### src/rtl/serial_alu_seq_if.sv
// Request/response bundle for the bit-serial ALU sequencer.
// The slave modport is the sequencer side; the master modport is the requester/consumer side.
interface serial_alu_seq_if #(
  parameter int unsigned WIDTH = 32
);
  logic             in_valid;
  logic             in_ready;
  logic [1:0]       alu_op;
  logic [5:0]       funct;
  logic [WIDTH-1:0] a;
  logic [WIDTH-1:0] b;
  logic             out_valid;
  logic             out_ready;
  logic [WIDTH-1:0] result;
  logic             zero;
  logic             overflow;
  logic             err;

  modport master (
    output in_valid, alu_op, funct, a, b, out_ready,
    input  in_ready, out_valid, result, zero, overflow, err
  );

  modport slave (
    input  in_valid, alu_op, funct, a, b, out_ready,
    output in_ready, out_valid, result, zero, overflow, err
  );
endinterface

### src/rtl/serial_alu_seq.sv
// Bit-serial ALU sequencer: decodes ALUOp/funct, runs one 1-bit slice per clock, LSB first.
// Optional macro SLT_OVF_CORRECT_EN makes SLT a true signed compare under subtraction overflow.
module serial_alu_seq #(
  parameter int unsigned WIDTH = 32
) (
  input logic            clk,
  input logic            rst_n,
  serial_alu_seq_if.slave bus
);
  localparam int unsigned CNT_W = $clog2(WIDTH);
  localparam logic [CNT_W-1:0] CntMax = CNT_W'(WIDTH - 1);

  localparam logic [2:0] OpAnd = 3'b000;
  localparam logic [2:0] OpOr  = 3'b001;
  localparam logic [2:0] OpAdd = 3'b010;
  localparam logic [2:0] OpSub = 3'b110;
  localparam logic [2:0] OpSlt = 3'b111;

  typedef enum logic [1:0] {StIdle, StRun, StDone} state_e;

  state_e           state_q;
  logic [WIDTH-1:0] a_q, b_q, res_sh_q, result_q;
  logic [2:0]       op_q;
  logic             ill_q, carry_q;
  logic [CNT_W-1:0] cnt_q;
  logic             in_ready_q, out_valid_q, zero_q, overflow_q, err_q;

  logic [2:0]       dec_op;
  logic             dec_ill;

  always_comb begin
    dec_op  = OpAdd;
    dec_ill = 1'b0;
    case (bus.alu_op)
      2'b00: dec_op = OpAdd;
      2'b01: dec_op = OpSub;
      2'b10: begin
        case (bus.funct)
          6'b100000: dec_op = OpAdd;
          6'b100010: dec_op = OpSub;
          6'b100100: dec_op = OpAnd;
          6'b100101: dec_op = OpOr;
          6'b101010: dec_op = OpSlt;
          default:   dec_ill = 1'b1;
        endcase
      end
      default: dec_ill = 1'b1;
    endcase
  end

  // One slice: Binvert = Operation[2], Less tied to 0, AND/OR see raw b.
  logic             a_bit, b_bit, b_eff, sum_bit, cout_bit, res_bit, ovf_bit, set_bit;
  logic [WIDTH-1:0] final_res;

  always_comb begin
    a_bit    = a_q[cnt_q];
    b_bit    = b_q[cnt_q];
    b_eff    = b_bit ^ op_q[2];
    sum_bit  = a_bit ^ b_eff ^ carry_q;
    cout_bit = (a_bit & b_eff) | (a_bit & carry_q) | (b_eff & carry_q);
    case (op_q)
      OpAnd:   res_bit = a_bit & b_bit;
      OpOr:    res_bit = a_bit | b_bit;
      OpSlt:   res_bit = 1'b0;
      default: res_bit = sum_bit;
    endcase
    ovf_bit = carry_q ^ cout_bit;
`ifdef SLT_OVF_CORRECT_EN
    set_bit = sum_bit ^ ovf_bit;
`else
    set_bit = sum_bit;
`endif
    final_res = {res_bit, res_sh_q[WIDTH-1:1]};
  end

  always_ff @(posedge clk or negedge rst_n) begin
    if (!rst_n) begin
      state_q     <= StIdle;
      a_q         <= '0;
      b_q         <= '0;
      res_sh_q    <= '0;
      result_q    <= '0;
      op_q        <= OpAdd;
      ill_q       <= 1'b0;
      carry_q     <= 1'b0;
      cnt_q       <= '0;
      in_ready_q  <= 1'b1;
      out_valid_q <= 1'b0;
      zero_q      <= 1'b0;
      overflow_q  <= 1'b0;
      err_q       <= 1'b0;
    end else begin
      unique case (state_q)
        StIdle: begin
          if (bus.in_valid) begin
            a_q        <= bus.a;
            b_q        <= bus.b;
            op_q       <= dec_op;
            ill_q      <= dec_ill;
            carry_q    <= dec_op[2];
            // Illegal requests take a single settle cycle so err appears one clock after accept.
            cnt_q      <= dec_ill ? CntMax : '0;
            in_ready_q <= 1'b0;
            state_q    <= StRun;
          end
        end
        StRun: begin
          res_sh_q <= final_res;
          carry_q  <= cout_bit;
          cnt_q    <= cnt_q + CNT_W'(1);
          if (cnt_q == CntMax) begin
            cnt_q       <= '0;
            out_valid_q <= 1'b1;
            state_q     <= StDone;
            if (ill_q) begin
              result_q   <= '0;
              zero_q     <= 1'b1;
              overflow_q <= 1'b0;
              err_q      <= 1'b1;
            end else if (op_q == OpSlt) begin
              result_q   <= {{(WIDTH-1){1'b0}}, set_bit};
              zero_q     <= ~set_bit;
              overflow_q <= 1'b0;
              err_q      <= 1'b0;
            end else begin
              result_q   <= final_res;
              zero_q     <= (final_res == '0);
              overflow_q <= ((op_q == OpAdd) || (op_q == OpSub)) & ovf_bit;
              err_q      <= 1'b0;
            end
          end
        end
        StDone: begin
          if (bus.out_ready) begin
            out_valid_q <= 1'b0;
            in_ready_q  <= 1'b1;
            state_q     <= StIdle;
          end
        end
        default: state_q <= StIdle;
      endcase
    end
  end

  assign bus.in_ready  = in_ready_q;
  assign bus.out_valid = out_valid_q;
  assign bus.result    = result_q;
  assign bus.zero      = zero_q;
  assign bus.overflow  = overflow_q;
  assign bus.err       = err_q;

endmodule
### src/flat_wrapper.sv
// flat-port wrapper written by rule: the top's interface ports become plain ports
module serial_alu_seq_flat 
#(
  parameter int unsigned WIDTH = 32
)
  (clk, rst_n, bus_in_valid, bus_alu_op, bus_funct, bus_a, bus_b, bus_out_ready, bus_in_ready, bus_out_valid, bus_result, bus_zero, bus_overflow, bus_err);
  serial_alu_seq_if #(.WIDTH(WIDTH)) bus_i ();
  input logic clk;
  input logic rst_n;
  input wire logic [$bits(bus_i.in_valid)-1:0] bus_in_valid;
  input wire logic [$bits(bus_i.alu_op)-1:0] bus_alu_op;
  input wire logic [$bits(bus_i.funct)-1:0] bus_funct;
  input wire logic [$bits(bus_i.a)-1:0] bus_a;
  input wire logic [$bits(bus_i.b)-1:0] bus_b;
  input wire logic [$bits(bus_i.out_ready)-1:0] bus_out_ready;
  output wire logic [$bits(bus_i.in_ready)-1:0] bus_in_ready;
  output wire logic [$bits(bus_i.out_valid)-1:0] bus_out_valid;
  output wire logic [$bits(bus_i.result)-1:0] bus_result;
  output wire logic [$bits(bus_i.zero)-1:0] bus_zero;
  output wire logic [$bits(bus_i.overflow)-1:0] bus_overflow;
  output wire logic [$bits(bus_i.err)-1:0] bus_err;
  assign bus_i.in_valid = bus_in_valid;
  assign bus_i.alu_op = bus_alu_op;
  assign bus_i.funct = bus_funct;
  assign bus_i.a = bus_a;
  assign bus_i.b = bus_b;
  assign bus_i.out_ready = bus_out_ready;
  assign bus_in_ready = bus_i.in_ready;
  assign bus_out_valid = bus_i.out_valid;
  assign bus_result = bus_i.result;
  assign bus_zero = bus_i.zero;
  assign bus_overflow = bus_i.overflow;
  assign bus_err = bus_i.err;
  serial_alu_seq #(.WIDTH(WIDTH)) u_core (.clk(clk), .rst_n(rst_n), .bus(bus_i));
endmodule
### config.mk
export PLATFORM = sky130hd
export DESIGN_NAME = serial_alu_seq_flat
export DESIGN_NICKNAME = d
export VERILOG_FILES = /design/src/rtl/serial_alu_seq_if.sv /design/src/rtl/serial_alu_seq.sv /design/src/flat_wrapper.sv
export SDC_FILE = /design/constraint.sdc
export NUM_CORES = 1
export LEC_CHECK = 0
export ABC_AREA = 1
export BUFFER_PORTS_ARGS = -buffer_cell sky130_fd_sc_hd__clkbuf_2
export CAP_MARGIN = 20
export CELL_PAD_IN_SITES_DETAIL_PLACEMENT = 0
export CELL_PAD_IN_SITES_GLOBAL_PLACEMENT = 1
export CORE_MARGIN = 3
export CORE_UTILIZATION = 39
export CTS_BUF_LIST = sky130_fd_sc_hd__clkbuf_8
export DETAILED_ROUTE_END_ITERATION = 7
export PLACE_DENSITY = 0.83
export SYNTH_ARGS = -nofsm -noshare
export SYNTH_HDL_FRONTEND = slang
export SYNTH_SLANG_ARGS = --single-unit
export TNS_END_PERCENT = 30
### constraint.sdc
create_clock -name clk -period 2.2 [get_ports clk]
set_clock_uncertainty 0.1 [all_clocks]
set_input_delay 0.44 -clock clk [delete_from_list [all_inputs] [get_ports clk]]
set_output_delay 0.44 -clock clk [all_outputs]
set_load 0.1 [all_outputs]
## After elaboration in Yosys (flattened, before gate mapping)

Cells that the tools add are included.

- Add/sub/neg operators: 1
- Multiply operators: 0
- Div/mod/pow operators: 0
- Order comparisons: 1
- Equality and inequality tests: 17
- Shifts and indexed selects: 0
- Muxes and demuxes: 32
- Bitwise operators: 13
- Reduce and logical (&&, ||, !) cells: 16

Operators by type and width:

| operator | count |
|---|---|
| 2-to-1 mux 32 bit | 2 |
| zero test 32 bit | 1 |
| equality test 6 bit, second input constant | 5 |
| 2-to-1 mux 5 bit | 3 |
| 2-to-1 mux 1 bit | 13 |
| case mux 3 bit (4 select lines) | 1 |
| binary-select mux 1 bit (select 5 bit) | 2 |
| case mux 5 bit (2 select lines) | 1 |
| AND reduction 3 bit | 3 |
| case mux 1 bit (2 select lines) | 4 |
| equality test 3 bit, second input constant | 2 |
| < comparator 5 x 6 -> 1 bit, second input constant | 1 |
| 2-to-1 mux 2 bit | 3 |
| case mux 2 bit (3 select lines) | 1 |
| case mux 3 bit (2 select lines) | 1 |
| AND reduction 2 bit | 3 |
| nonzero test 2 bit | 3 |
| adder 5 x 1 -> 5 bit, second input constant | 1 |
| AND 1 bit | 5 |
| equality test 5 bit, second input constant | 1 |
| OR reduction 5 bit | 1 |
| equality test 2 x 1 -> 1 bit, second input constant | 2 |
| equality test 2 bit, second input constant | 2 |
| zero test 2 bit | 2 |
| 11 further kinds | 17 |

- Flip-flop bits (word level): 145
- Latch bits: 0
- Bits in writable memories: 0
- ROM bits: 0
- Input port bits: 76
- Output and inout port bits: 37
- Word-level logic and storage cells: 94
- Memories kept: 0

## Depth between registers and ports, before layout

- Word-level depth: 10
- Depth in mapped cells: 16
- Gate-level depth less buffers: 15

## Worst setup path after synthesis

No wires, ideal clock.

- Kind: register to register
- From: register u_core.cnt_q[0]
- To: register u_core.overflow_q (netlist: u_core.bus.overflow)
- Setup time: 0.110 ns
- Data arrival time: 2.035 ns
- Data required time: 1.990 ns
- Slack: -0.045 ns
- Stages on the path, launching flop included: 13
- Buffers on the path: 2
- Period minus slack after synthesis: 2.245 ns
- Cells stage by stage: dfrtp_1 -> buf_6 -> buf_6 -> nand2_1 -> nand2_1 -> a21oi_1 -> nand3_1 -> nand3_2 -> nand2_2 -> xor2_1 -> fa_1 -> xnor2_1 -> o41ai_1

- Cells in the longest elaborated chain, start to end: 10
- Elaborated cells between the ends (all ways): 16
- Those cells by class: eq/ne (1); mux (6); bitwise (8); reduce/logical (1)

RTL lines:

| element | line | RTL |
|---|---|---|
| start, declared | serial_alu_seq.sv:25 | `logic [CNT_W-1:0] cnt_q;` |
| start signal, assigned | serial_alu_seq.sv:102 | `cnt_q <= dec_ill ? CntMax : '0;` |
| start signal, assigned | serial_alu_seq.sv:110 | `cnt_q <= cnt_q + CNT_W'(1);` |
| binary-select mux 1 bit (select 5 bit) | serial_alu_seq.sv:57 | `b_bit = b_q[cnt_q];` |
| 2-to-1 mux 1 bit (implied by the code) | serial_alu_seq.sv:57 |  |
| bitwise XOR 1 bit | serial_alu_seq.sv:58 | `b_eff = b_bit ^ op_q[2];` |
| AND 1 bit | serial_alu_seq.sv:60 | `cout_bit = (a_bit & b_eff) \| (a_bit & carry_q) \| (b_eff & carry_q);` |
| OR 1 bit (2 in series) | serial_alu_seq.sv:60 |  |
| bitwise XOR 1 bit | serial_alu_seq.sv:67 | `ovf_bit = carry_q ^ cout_bit;` |
| AND 1 bit | serial_alu_seq.sv:128 | `overflow_q <= ((op_q == OpAdd) \|\| (op_q == OpSub)) & ovf_bit;` |
| 2-to-1 mux 1 bit | serial_alu_seq.sv:120 | `end else if (op_q == OpSlt) begin` |
| 2-to-1 mux 1 bit | serial_alu_seq.sv:115 | `if (ill_q) begin` |
| end signal, assigned | serial_alu_seq.sv:128 |  |
| end, declared | serial_alu_seq.sv:26 | `logic in_ready_q, out_valid_q, zero_q, overflow_q, err_q;` |

Parallel ways exist; a longest one is shown, timed or not. The select of a mux whose other input is x is not followed.
A chain may end at the register's enable or synchronous reset.

## Final worst setup path

- From: register u_core.cnt_q[0]
- To: register u_core.res_sh_q[31]

- Cells in the longest elaborated chain, start to end: 6
- Elaborated cells between the ends (all ways): 10
- Those cells by class: mux (5); bitwise (5)

RTL lines:

| element | line | RTL |
|---|---|---|
| binary-select mux 1 bit (select 5 bit) | serial_alu_seq.sv:57 |  |
| 2-to-1 mux 1 bit (implied by the code) | serial_alu_seq.sv:57 |  |
| bitwise XOR 1 bit | serial_alu_seq.sv:58 |  |
| bitwise XOR 1 bit (2 in series) | serial_alu_seq.sv:59 | `sum_bit = a_bit ^ b_eff ^ carry_q;` |
| case mux 1 bit (3 select lines) (*) | serial_alu_seq.sv:61 | `case (op_q)` |
| end signal, assigned | serial_alu_seq.sv:108 | `res_sh_q <= final_res;` |
| end, declared | serial_alu_seq.sv:22 | `logic [WIDTH-1:0] a_q, b_q, res_sh_q, result_q;` |

Mark *: on every way between the ends. The rest lies on a longest branch, timed or not. The select of a mux whose other input is x is not followed.

==> reports/metrics.cfg <==
[grt]
grt_pass1_wl_um = 25700
first_global_vias = 5365
grt_util_all_layers_pct = 17.5
grt_max_degree = 55
antenna_found_initial = 0
grt_overflow = 0

[routing]
wl_um = 15000
wl_per_cell_um = 13.0
ant_nets = 0
drtIter0Drc = 274
drt-pass1-iter-count = 5
vias = 5358
drc_errors = 0
via_per_inst = 4.65

[clocking]
cts_root_buf = clkbuf_8
htree_levels = 4
cts_tree = done
cts.sinks = 144
clockBufferDepth = 2
clk_pin_slew_ns = 0.09
clock_latency_ns = 0.45
cts_made_buffers = 17

[worst_hold_path]
worstHoldPathType = primary input to register

[worst_setup_path]
critPathArrivalTime_ns = 2.70
crit_family = simple AND/OR/NAND/NOR gates
cp.required_ns = 2.49
critPathBufInv = 3
cp_max_fo = 5
cp-start-kind = register
path_cells = buf_12 > clkinv_16 > buf_4 > nand2_2 > nand3_1 > nand3_1 > nand3_1 > nand3_2 > nand2_4 > xor2_4 > fa_2 > nand3b_1 > nand2_2 > nand2_1 > nand2_1
path_common_cell = nand3_1
cp_slowest_cell = fa_2
worstSetupPathType = register to register
endpoint_kind = register
cpPeakStageDelay_ns = 0.55
reg2reg_slack_ns = -0.21

[power_and_ir_drop]
irDropWorstVdd_uv = 600
p_switching_mw = 5.91
powerDensity_nw_per_um2 = 1580
intPower_mw = 6.71
p_seq_share_pct = 35.1
leakage_nw = 4.22
sw_frac_of_total_pct = 46.8
clockPowerShare_pct = 16.6
comb_power_share_pct = 48.3

[yosys]
synth-xor-area-share_pct = 0.405
netlist_area_um2 = 6490
synthAdderAreaFrac_pct = 1.27
synthSimpleGateAreaFrac_pct = 28.1
netlist-cell-type-count = 37
ys_warn_count = 0
synth.avg_cell_area_um2 = 8.19
synth_seq_cells = 144
muxShareOfSynthArea_pct = 0
synth_top_family_by_area = simple AND/OR/NAND/NOR gates
postSynthCellCount = 793
syn_nets = 875
ys_seq_area_share_pct = 55.6
synth-compound-area-share_pct = 7.88

[die]
rows = 46
dieArea_um2 = 18200
initial_core_util_pct = 40.4
die_w_um = 135
die_h_um = 135
ios = 113
coreArea_um2 = 16100

[outcome]
violations = negative setup slack
status = finished, violations left

[finish]
multi_input_area_um2 = 2530
final_area_um2 = 8010
drive_above_1_share_pct = 23.4
nets = 1005
mostFrequentLayoutCells = nand2_1, dfrtp_1, clkbuf_2
seq_area_um2 = 3610
syn_to_final_growth_pct = 23.4
diodes = 0
fillCellCount = 1528
final_common_cell = nand2_1

[sta]
max_slew_margin_pct = 58.1
max_freq_mhz = 416
finalHoldViolations = 0
slew_viol_final = 0
setup_tns_ns = -0.940
worst_slew_pin_slew_ns = 0.624
fin_crit_sh_pct = 109
setup_violations = 6
rsz0062_at_grt = yes
layout_setup_ws_ns = -0.206
post-route-min-period_ns = 2.41

[placed_design]
io_buffers = 112
dpl.hpwl_um = 10400
place_area_um2 = 7380
gp_congestion = 0.828

[run]
maxCapViolCount = 0

-- state kept, by name, summed over array words and instances (netlist names) --
name	cells
u_core.ill_q	1
u_core.bus.err	1
u_core.bus.in_ready	1
u_core.bus.result	32
u_core.carry_q	1
u_core.cnt_q	5
u_core.b_q	32
u_core.bus.out_valid	1
u_core.res_sh_q	31
u_core.op_q	3
u_core.a_q	32
u_core.bus.zero	1
u_core.bus.overflow	1
u_core.state_q	2
-- worst min-delay path, cell delays in order --
cell and delay, ns:
clkbuf_2 0.07, nand2_1 0.04, nand2_1 0.05
-- power groups by stage --
stage / clock network [mW] / logic [mW] / registers, mW
after floorplan: 0 / 3.07 / 5.69
after global placement: 0 / 5.56 / 4.44
after detailed placement: 0 / 5.62 / 4.45
after CTS: 2.15 / 5.93 / 4.43
after global routing: 2.27 / 6.80 / 4.56
final: 2.09 / 6.10 / 4.43
-- logic make-up after synthesis --
group	after synthesis
and+or+nand+nor	449
DFF	144
buffers and inverters	98
AOI/OAI and AO/OA	93
adders and majority gates	6
xor gates and xnor gates	3
-- Yosys cell counts, drive strengths merged --
| cell type | count | area share, % |
|---|---|---|
| o21a | 1 | 0.12 |
| nor2 | 20 | 1.6 |
| dfstp | 2 | 0.81 |
| a21oi | 7 | 0.60 |
| fa | 1 | 0.31 |
| nand3b | 1 | 0.12 |
| xnor2 | 1 | 0.13 |
| nand4 | 8 | 0.77 |
| nor4 | 3 | 0.29 |
| o211ai | 6 | 0.69 |
| o21ai | 70 | 5.4 |
| a31o | 1 | 0.13 |
| nand3 | 37 | 2.9 |
| a22oi | 4 | 0.46 |
| o31ai | 1 | 0.12 |
| or2 | 2 | 0.19 |
| inv | 60 | 3.6 |
| clkbuf | 11 | 0.64 |
| buf | 27 | 2.6 |
| o41ai | 2 | 0.27 |
| nor3 | 4 | 0.31 |
| ha | 5 | 0.96 |
| nand2 | 374 | 22 |
| dfrtp | 142 | 55 |
| a31oi | 1 | 0.096 |
| xor2 | 2 | 0.27 |
-- path summary, 6_finish.rpt --
kind | startpoint | endpoint | cells past startpoint
max in group asynchronous | rst_n | u_core.op_q[1] | 3
min reg2reg | u_core.res_sh_q[29] | u_core.res_sh_q[28] | 2
max | u_core.cnt_q[0] | u_core.res_sh_q[31] | 15
min | bus_a[5] | u_core.a_q[5] | 3
max reg2reg | u_core.cnt_q[0] | u_core.res_sh_q[31] | 15
min in group asynchronous | rst_n | u_core.b_q[17] | 2
-- area by class of cell --
class | instances | share of cell area, %
Timing Repair inverter | 3 | 0.390
Multi-Input combinational cell | 551 | 31.6
Sequential cell | 144 | 45.0
Timing Repair Buffer | 146 | 11.5
Clock buffer | 17 | 2.92
Clock inverter | 15 | 1.98
Inverter | 60 | 3.17
Tap cell | 216 | 3.37
-- metal layers --
| layer | vias up | share of wire, % | track usage (%) |
|---|---|---|---|
| met5 | - | 0 | 0 |
| met4 | 0 | 1.2 | 5.38 |
| met3 | 15 | 4.6 | 4.55 |
| met2 | 119 | 46 | 27.5 |
| met1 | 2467 | 48 | 24.1 |
| li1 | 2757 | - | - |
-- metrics by stage --
| step | cells | setup slack (ns) | utilization, % | hold slack [ns] | total power [mW] |
|---|---|---|---|---|---|
| 2_1_floorplan | 793 | -0.0372 | - | 0.0444 | 8.76 |
| 3_3_place_gp | 1109 | -0.178 | 46.0 | 0.321 | 10.0 |
| 3_5_place_dp | 1109 | -0.216 | 46.0 | 0.317 | 10.1 |
| 4_1_cts | 1146 | -0.168 | 49.2 | 0.0482 | 12.5 |
| 5_1_grt | 1152 | -0.331 | 49.9 | 0.0534 | 13.6 |
| 6_report | 1152 | -0.206 | 49.9 | 0.0759 | 12.6 |
-- timing repair --
item                                    CTS  global route
gates resized for setup                  12            28
pin swaps                                 9             6
endpoints found under the setup margin   14            36
gates cloned                              2             2
hold endpoints to repair                 47             0
setup buffers                             2             4
hold buffers                              1             0
No activity file was read; power rests on OpenSTA's default activity.
